## src/rtl/sram_initiator.sv

```systemverilog
// Core-side request port to ext_sram stb/ack bridge: a 2-entry request FIFO
// feeds a two-state issue FSM with an optional ack timeout.
module sram_initiator #(
  parameter int unsigned TIMEOUT_CYC = 255
) (
  input  logic        clk,
  input  logic        reset,
  input  logic        req_valid,
  output logic        req_ready,
  input  logic        req_rw,
  input  logic [31:0] req_addr,
  input  logic [31:0] req_data,
  output logic        rsp_valid,
  output logic [31:0] rsp_data,
  output logic        rsp_err,
  output logic        busy,
  output logic        o_stb,
  output logic        o_rw,
  output logic [31:0] o_addr,
  output logic [31:0] o_dtw,
  input  logic        i_ack,
  input  logic [31:0] i_dtr
);

  typedef enum logic {IDLE, BUS} state_t;

  localparam logic [15:0] TIMEOUT_LAST = 16'(TIMEOUT_CYC - 1);
  localparam bit          TIMEOUT_ON   = (TIMEOUT_CYC != 0);

  state_t      r_state;
  state_t      w_stateNxt;

  logic        r_fifoRw   [2];
  logic [31:0] r_fifoAddr [2];
  logic [31:0] r_fifoData [2];
  logic        r_wrPtr;
  logic        r_rdPtr;
  logic [1:0]  r_count;

  logic        r_stb;
  logic        r_rw;
  logic [31:0] r_addr;
  logic [31:0] r_dtw;
  logic        r_rspValid;
  logic        r_rspErr;
  logic [31:0] r_rspData;
  logic [15:0] r_tCnt;

  logic        w_push;
  logic        w_pop;
  logic        w_ackHit;
  logic        w_timeout;

  logic        w_stbNxt;
  logic        w_rwNxt;
  logic [31:0] w_addrNxt;
  logic [31:0] w_dtwNxt;
  logic        w_rspValidNxt;
  logic        w_rspErrNxt;
  logic [31:0] w_rspDataNxt;
  logic [15:0] w_tCntNxt;

  // Ready comes from the registered count only, so a pop while full frees space next cycle.
  assign req_ready = (r_count != 2'd2);
  assign w_push    = req_valid & req_ready;
  assign w_pop     = (r_state == IDLE) & (r_count != 2'd0);
  assign w_ackHit  = (r_state == BUS) & i_ack;
  assign w_timeout = (r_state == BUS) & ~i_ack & TIMEOUT_ON & (r_tCnt == TIMEOUT_LAST);

  always_ff @(posedge clk or negedge reset) begin
    if (!reset) begin
      for (int i = 0; i < 2; i++) begin
        r_fifoRw[i]   <= 1'b0;
        r_fifoAddr[i] <= 32'd0;
        r_fifoData[i] <= 32'd0;
      end
      r_wrPtr <= 1'b0;
      r_rdPtr <= 1'b0;
      r_count <= 2'd0;
    end else begin
      if (w_push) begin
        r_fifoRw[r_wrPtr]   <= req_rw;
        r_fifoAddr[r_wrPtr] <= req_addr;
        r_fifoData[r_wrPtr] <= req_data;
        r_wrPtr             <= ~r_wrPtr;
      end
      if (w_pop) begin
        r_rdPtr <= ~r_rdPtr;
      end
      case ({w_push, w_pop})
        2'b10:   r_count <= r_count + 2'd1;
        2'b01:   r_count <= r_count - 2'd1;
        default: r_count <= r_count;
      endcase
    end
  end

  always_ff @(posedge clk or negedge reset) begin
    if (!reset) begin
      r_state <= IDLE;
    end else begin
      r_state <= w_stateNxt;
    end
  end

  always_comb begin
    w_stateNxt = r_state;
    case (r_state)
      IDLE:    if (r_count != 2'd0) w_stateNxt = BUS;
      BUS:     if (w_ackHit || w_timeout) w_stateNxt = IDLE;
      default: w_stateNxt = IDLE;
    endcase
  end

  always_comb begin
    w_stbNxt      = r_stb;
    w_rwNxt       = r_rw;
    w_addrNxt     = r_addr;
    w_dtwNxt      = r_dtw;
    w_rspValidNxt = 1'b0;
    w_rspErrNxt   = r_rspErr;
    w_rspDataNxt  = r_rspData;
    w_tCntNxt     = r_tCnt;
    case (r_state)
      IDLE: begin
        if (w_pop) begin
          w_stbNxt  = 1'b1;
          w_rwNxt   = r_fifoRw[r_rdPtr];
          w_addrNxt = r_fifoAddr[r_rdPtr];
          w_dtwNxt  = r_fifoData[r_rdPtr];
          w_tCntNxt = 16'd0;
        end
      end
      BUS: begin
        // Ack is checked first so an ack on the timeout edge completes without error.
        if (w_ackHit) begin
          w_stbNxt      = 1'b0;
          w_rspValidNxt = 1'b1;
          w_rspErrNxt   = 1'b0;
          w_rspDataNxt  = r_rw ? 32'd0 : i_dtr;
        end else if (w_timeout) begin
          w_stbNxt      = 1'b0;
          w_rspValidNxt = 1'b1;
          w_rspErrNxt   = 1'b1;
          w_rspDataNxt  = 32'd0;
        end else if (r_tCnt != 16'hFFFF) begin
          w_tCntNxt = r_tCnt + 16'd1;
        end
      end
      default: ;
    endcase
  end

  always_ff @(posedge clk or negedge reset) begin
    if (!reset) begin
      r_stb      <= 1'b0;
      r_rw       <= 1'b0;
      r_addr     <= 32'd0;
      r_dtw      <= 32'd0;
      r_rspValid <= 1'b0;
      r_rspErr   <= 1'b0;
      r_rspData  <= 32'd0;
      r_tCnt     <= 16'd0;
    end else begin
      r_stb      <= w_stbNxt;
      r_rw       <= w_rwNxt;
      r_addr     <= w_addrNxt;
      r_dtw      <= w_dtwNxt;
      r_rspValid <= w_rspValidNxt;
      r_rspErr   <= w_rspErrNxt;
      r_rspData  <= w_rspDataNxt;
      r_tCnt     <= w_tCntNxt;
    end
  end

  assign o_stb     = r_stb;
  assign o_rw      = r_rw;
  assign o_addr    = r_addr;
  assign o_dtw     = r_dtw;
  assign rsp_valid = r_rspValid;
  assign rsp_err   = r_rspErr;
  assign rsp_data  = r_rspData;
  assign busy      = (r_count != 2'd0) | (r_state != IDLE);

endmodule

```

## config.mk

```make
export PLATFORM = sky130hd
export DESIGN_NAME = sram_initiator
export DESIGN_NICKNAME = d
export VERILOG_FILES = /design/src/rtl/sram_initiator.sv
export SDC_FILE = /design/constraint.sdc
export NUM_CORES = 1
export LEC_CHECK = 0
export ABC_AREA = 0
export CAP_MARGIN = 0
export CORE_UTILIZATION = 60
export CTS_CLUSTER_DIAMETER = 200
export DETAILED_ROUTE_END_ITERATION = 7
export DONT_BUFFER_PORTS = 1
export HOLD_SLACK_MARGIN = 0.15
export PLACE_DENSITY = 0.86
export SETUP_SLACK_MARGIN = 0.2
export SKIP_CTS_REPAIR_TIMING = 1
export SYNTH_ARGS = -nofsm -noshare
export SYNTH_HDL_FRONTEND = slang
export SYNTH_SLANG_ARGS = --single-unit
```

## constraint.sdc

```tcl
create_clock -name clk -period 3.4 [get_ports clk]
set_input_delay 0.17 -clock clk [delete_from_list [all_inputs] [get_ports clk]]
set_output_delay 0.17 -clock clk [all_outputs]
set_load 0.05 [all_outputs]
```

==> run_results.csv <==
group,metric,value,unit
run_status,status,"complete, but fails checks",
run_status,violations,"negative hold slack",
worst_setup_path,crit_slowest_cell,"or4_4",
grt,grt_pass1_wl,33500,um
cells_and_area,syn2layout_area_growth,19.6,%
worst_setup_path,r2r-end,"r_tCnt[12]",
drt,final_antenna_net_count,0,
clock_network,cts_tree,"done",
timing,holdWs,-657,ps
worst_setup_path,reg2reg_from,"r_tCnt[12]",
timing,relSlewSlack,13.2,%
pwr,seqPwrFrac,55.3,%
synth,netlist_area,0.0102,mm2
cells_and_area,nNetsFinal,965,
timing,hold_violations,251,
synth,ys.flop_type,"dfrtp_1",
clock_network,cts.path.max_buffers,3,
clock_network,htree_levels,1,
floorplanning,die_w,132,um
timing,setup_ws,1030,ps
floorplanning,core-area,0.0166,mm2
worst_setup_path,worst_r2r_path_depth,7,
cells_and_area,final_cell_mix,"250 x dfrtp_1, 130 x mux2_2, 99 x dlygate4sd3_1",
drt,routedWlPerCell,21.1,um
place,dp_slack,1110,ps
grt,overflow,0,
floorplanning,rows,47,
timing,post-route-period-util,69.6,%
pwr,p_int,7.77,mW
worst_setup_path,arrival,2770,ps
worst_setup_path,max_stage_delay,590,ps
drt,num_vias,6614,
pwr,p_switching,5.86,mW
cells_and_area,multi_input_area,0.00369,mm2
floorplanning,initial_utilization,61.4,%
pwr,comb_power_share,25.0,%
synth,ys_seq_area_share,61.7,%
floorplanning,ioPinCount,203,
worst_setup_path,path_max_fanout,38,
synth,ys_types,41,
grt,grt_use_total,24.0,%
grt,antenna_found_initial,2,
place,hpwlAfterDp,13200,um
synth,syn_inst,774,
timing,worstMarginPinSlew,1300,ps
clock_network,cts.sinks,251,
synth,synth_warnings,0,
timing,slew_violations,0,
run,maxCapViolCount,0,
drt,drcViolationCount,0,
synth,ys_seq_elements,251,
cells_and_area,layout_commonest_cell,"dfrtp_1",
pwr,cellPowerDensity,1120,mW/mm2
pwr,peakVddDrop,0.000673,V
worst_setup_path,crit_required,3800,ps
grt,grt_pass1_vias,6537,
drt,dr.pass1.iters,7,
synth,synth_fp_nets,878,
drt,viasPerCell,6.02,
pwr,clockPowerShare,19.7,%
place,io_buffers,0,
cells_and_area,final_util,73.5,%
cells_and_area,fill_cells,1017,
place,gp_congestion,0.920,
synth,async_flop_share,100,%
cells_and_area,seq_area,0.00628,mm2
pwr,p_sw_share,43.0,%
floorplanning,dieArea,0.0175,mm2
clock_network,cts_root_buf,"clkbuf_16",
worst_setup_path,critPathCaptureType,"register",
timing,max_freq,0.423,GHz
timing,fin_setup_tns,0,ps
clock_network,cts-buffers-inserted,26,
floorplanning,die_h,132,um
worst_setup_path,startpoint_type,"register",
pwr,leakage,5.43,nW
synth,synth_top_area_share,61.7,%
worst_setup_path,critical_path_class,"register to register",
worst_setup_path,worstPathCellList,"or4_4 -> nor4_4 -> a21boi_2 -> buf_4 -> inv_2 -> nor4_1 -> a211o_1",
timing,rsz0062_at_grt,"false",
timing,skew,13.0,ps
synth,synth_edf_count,0,
synth,synth_area_leader_cell,"dfrtp_1",
pwr,finalPower,13.6,mW
worst_hold_path,min_path_type,"primary input to async pin",
drt,drt_wl_total,23200,um
clock_network,path_clk_slew,60,ps
grt,grt_max_degree,252,
timing,period_minus_slack,2370,ps
synth,avgSynthCellArea,13.2,um2
cells_and_area,drive_above_1_share,21.0,%
timing,setup_viol,0,
worst_setup_path,reg2reg_slack,1030,ps
drt,drt-initial-drc-count,450,
clock_network,worstSkewPairLatency,520,ps
synth,synth_area_leaders,"dfrtp_1 62%, mux2_2 14%, mux2i_1 6.5%, o21ai_0 3.2%, a22o_1 2.9%",
[cell type report]
type / count / area share [%]
diodes: 2 / 0.0411
repair buffers: 105 / 8.91
multi-input cells: 466 / 30.3
well taps: 220 / 2.26
flip-flops and latches: 251 / 51.6
inverters: 11 / 0.339
clock inverters: 5 / 0.534
clock buffers: 39 / 6.07
[power groups by stage]
stage                     Combinational (mW)  Sequential, mW  Clock [mW]
after detailed placement                3.25            7.52           0
after CTS                               3.26            7.47        2.70
after floorplan                         2.78            7.05           0
final                                   3.41            7.53        2.68
after global placement                  3.03            7.41           0
after global routing                    3.74            7.67        2.83
[stage by stage]
stage / instance area, um2 / cells
final: 12200 / 1099
after global routing: 12200 / 1099
after CTS: 11200 / 998
after detailed placement: 10400 / 954
after global placement: 10400 / 954
after floorplan: 10200 / 774
[routing by layer]
| metal | track usage (%) | vias up | part of all wire (%) |
|---|---|---|---|
| li1 | - | 2937 | - |
| met1 | 28.9 | 3396 | 39 |
| met2 | 40.7 | 234 | 53 |
| met3 | 7.04 | 47 | 6.0 |
| met4 | 9.32 | 0 | 2.6 |
| met5 | 0.833 | - | 0 |
[synthesized netlist by cell type, types with 3 or more instances]
master	instances
o2bb2ai_1	3
xnor2_1	5
and3_1	4
ha_1	3
nor4_1	3
a22o_1	34
nor2_1	13
nand3_1	9
o21ai_0	66
buf_2	7
nand2_1	79
nand4_1	6
a211o_1	3
dfrtp_1	251
clkbuf_1	31
nor3_1	6
a21oi_1	8
mux2_2	130
mux2i_1	66
buf_1	4
inv_1	8
o21ai_1	6
buf_6	4
[registers in the layout, indices dropped and copies added (netlist names), 2 cells and up]
register,flops
o_addr,32
o_dtw,32
r_count,2
r_fifoAddr,64
r_fifoData,64
r_fifoRw,2
r_tCnt,16
rsp_data,32
[how the worst max path moves through the flow]
stage	from	end	slack, ps	depth (start not counted)
3_3_place_gp	r_tCnt[12]	r_tCnt[12]	1230	7
6_report	r_tCnt[12]	r_tCnt[12]	1030	7
3_5_place_dp	r_tCnt[12]	r_tCnt[12]	1110	7
2_1_floorplan	r_count[0]	r_fifoAddr[34]	1190	6
5_1_grt	r_tCnt[1]	r_tCnt[0]	860	6
4_1_cts	r_tCnt[12]	r_tCnt[12]	1080	7
[cell families after synthesis]
logic type / after synthesis / synth area share, %
AO/OA/AOI/OAI: 129 / 8.19
XOR/XNOR: 6 / 0.516
adder cells (fa/ha/maj): 3 / 0.369
buffers and inverters: 57 / 2.48
flip-flops: 251 / 61.7
multiplexers: 196 / 20.9
AND/OR/NAND/NOR: 132 / 5.92
[worst max-delay path: cells and delay by family (launching register included)]
family / cells / cell delay, ps
AOI/OAI and AO/OA: 2 / 350
buffers and inverters: 2 / 400
DFF: 1 / 460
and+or+nand+nor: 3 / 1030
(Power assumes the default switching activity.)
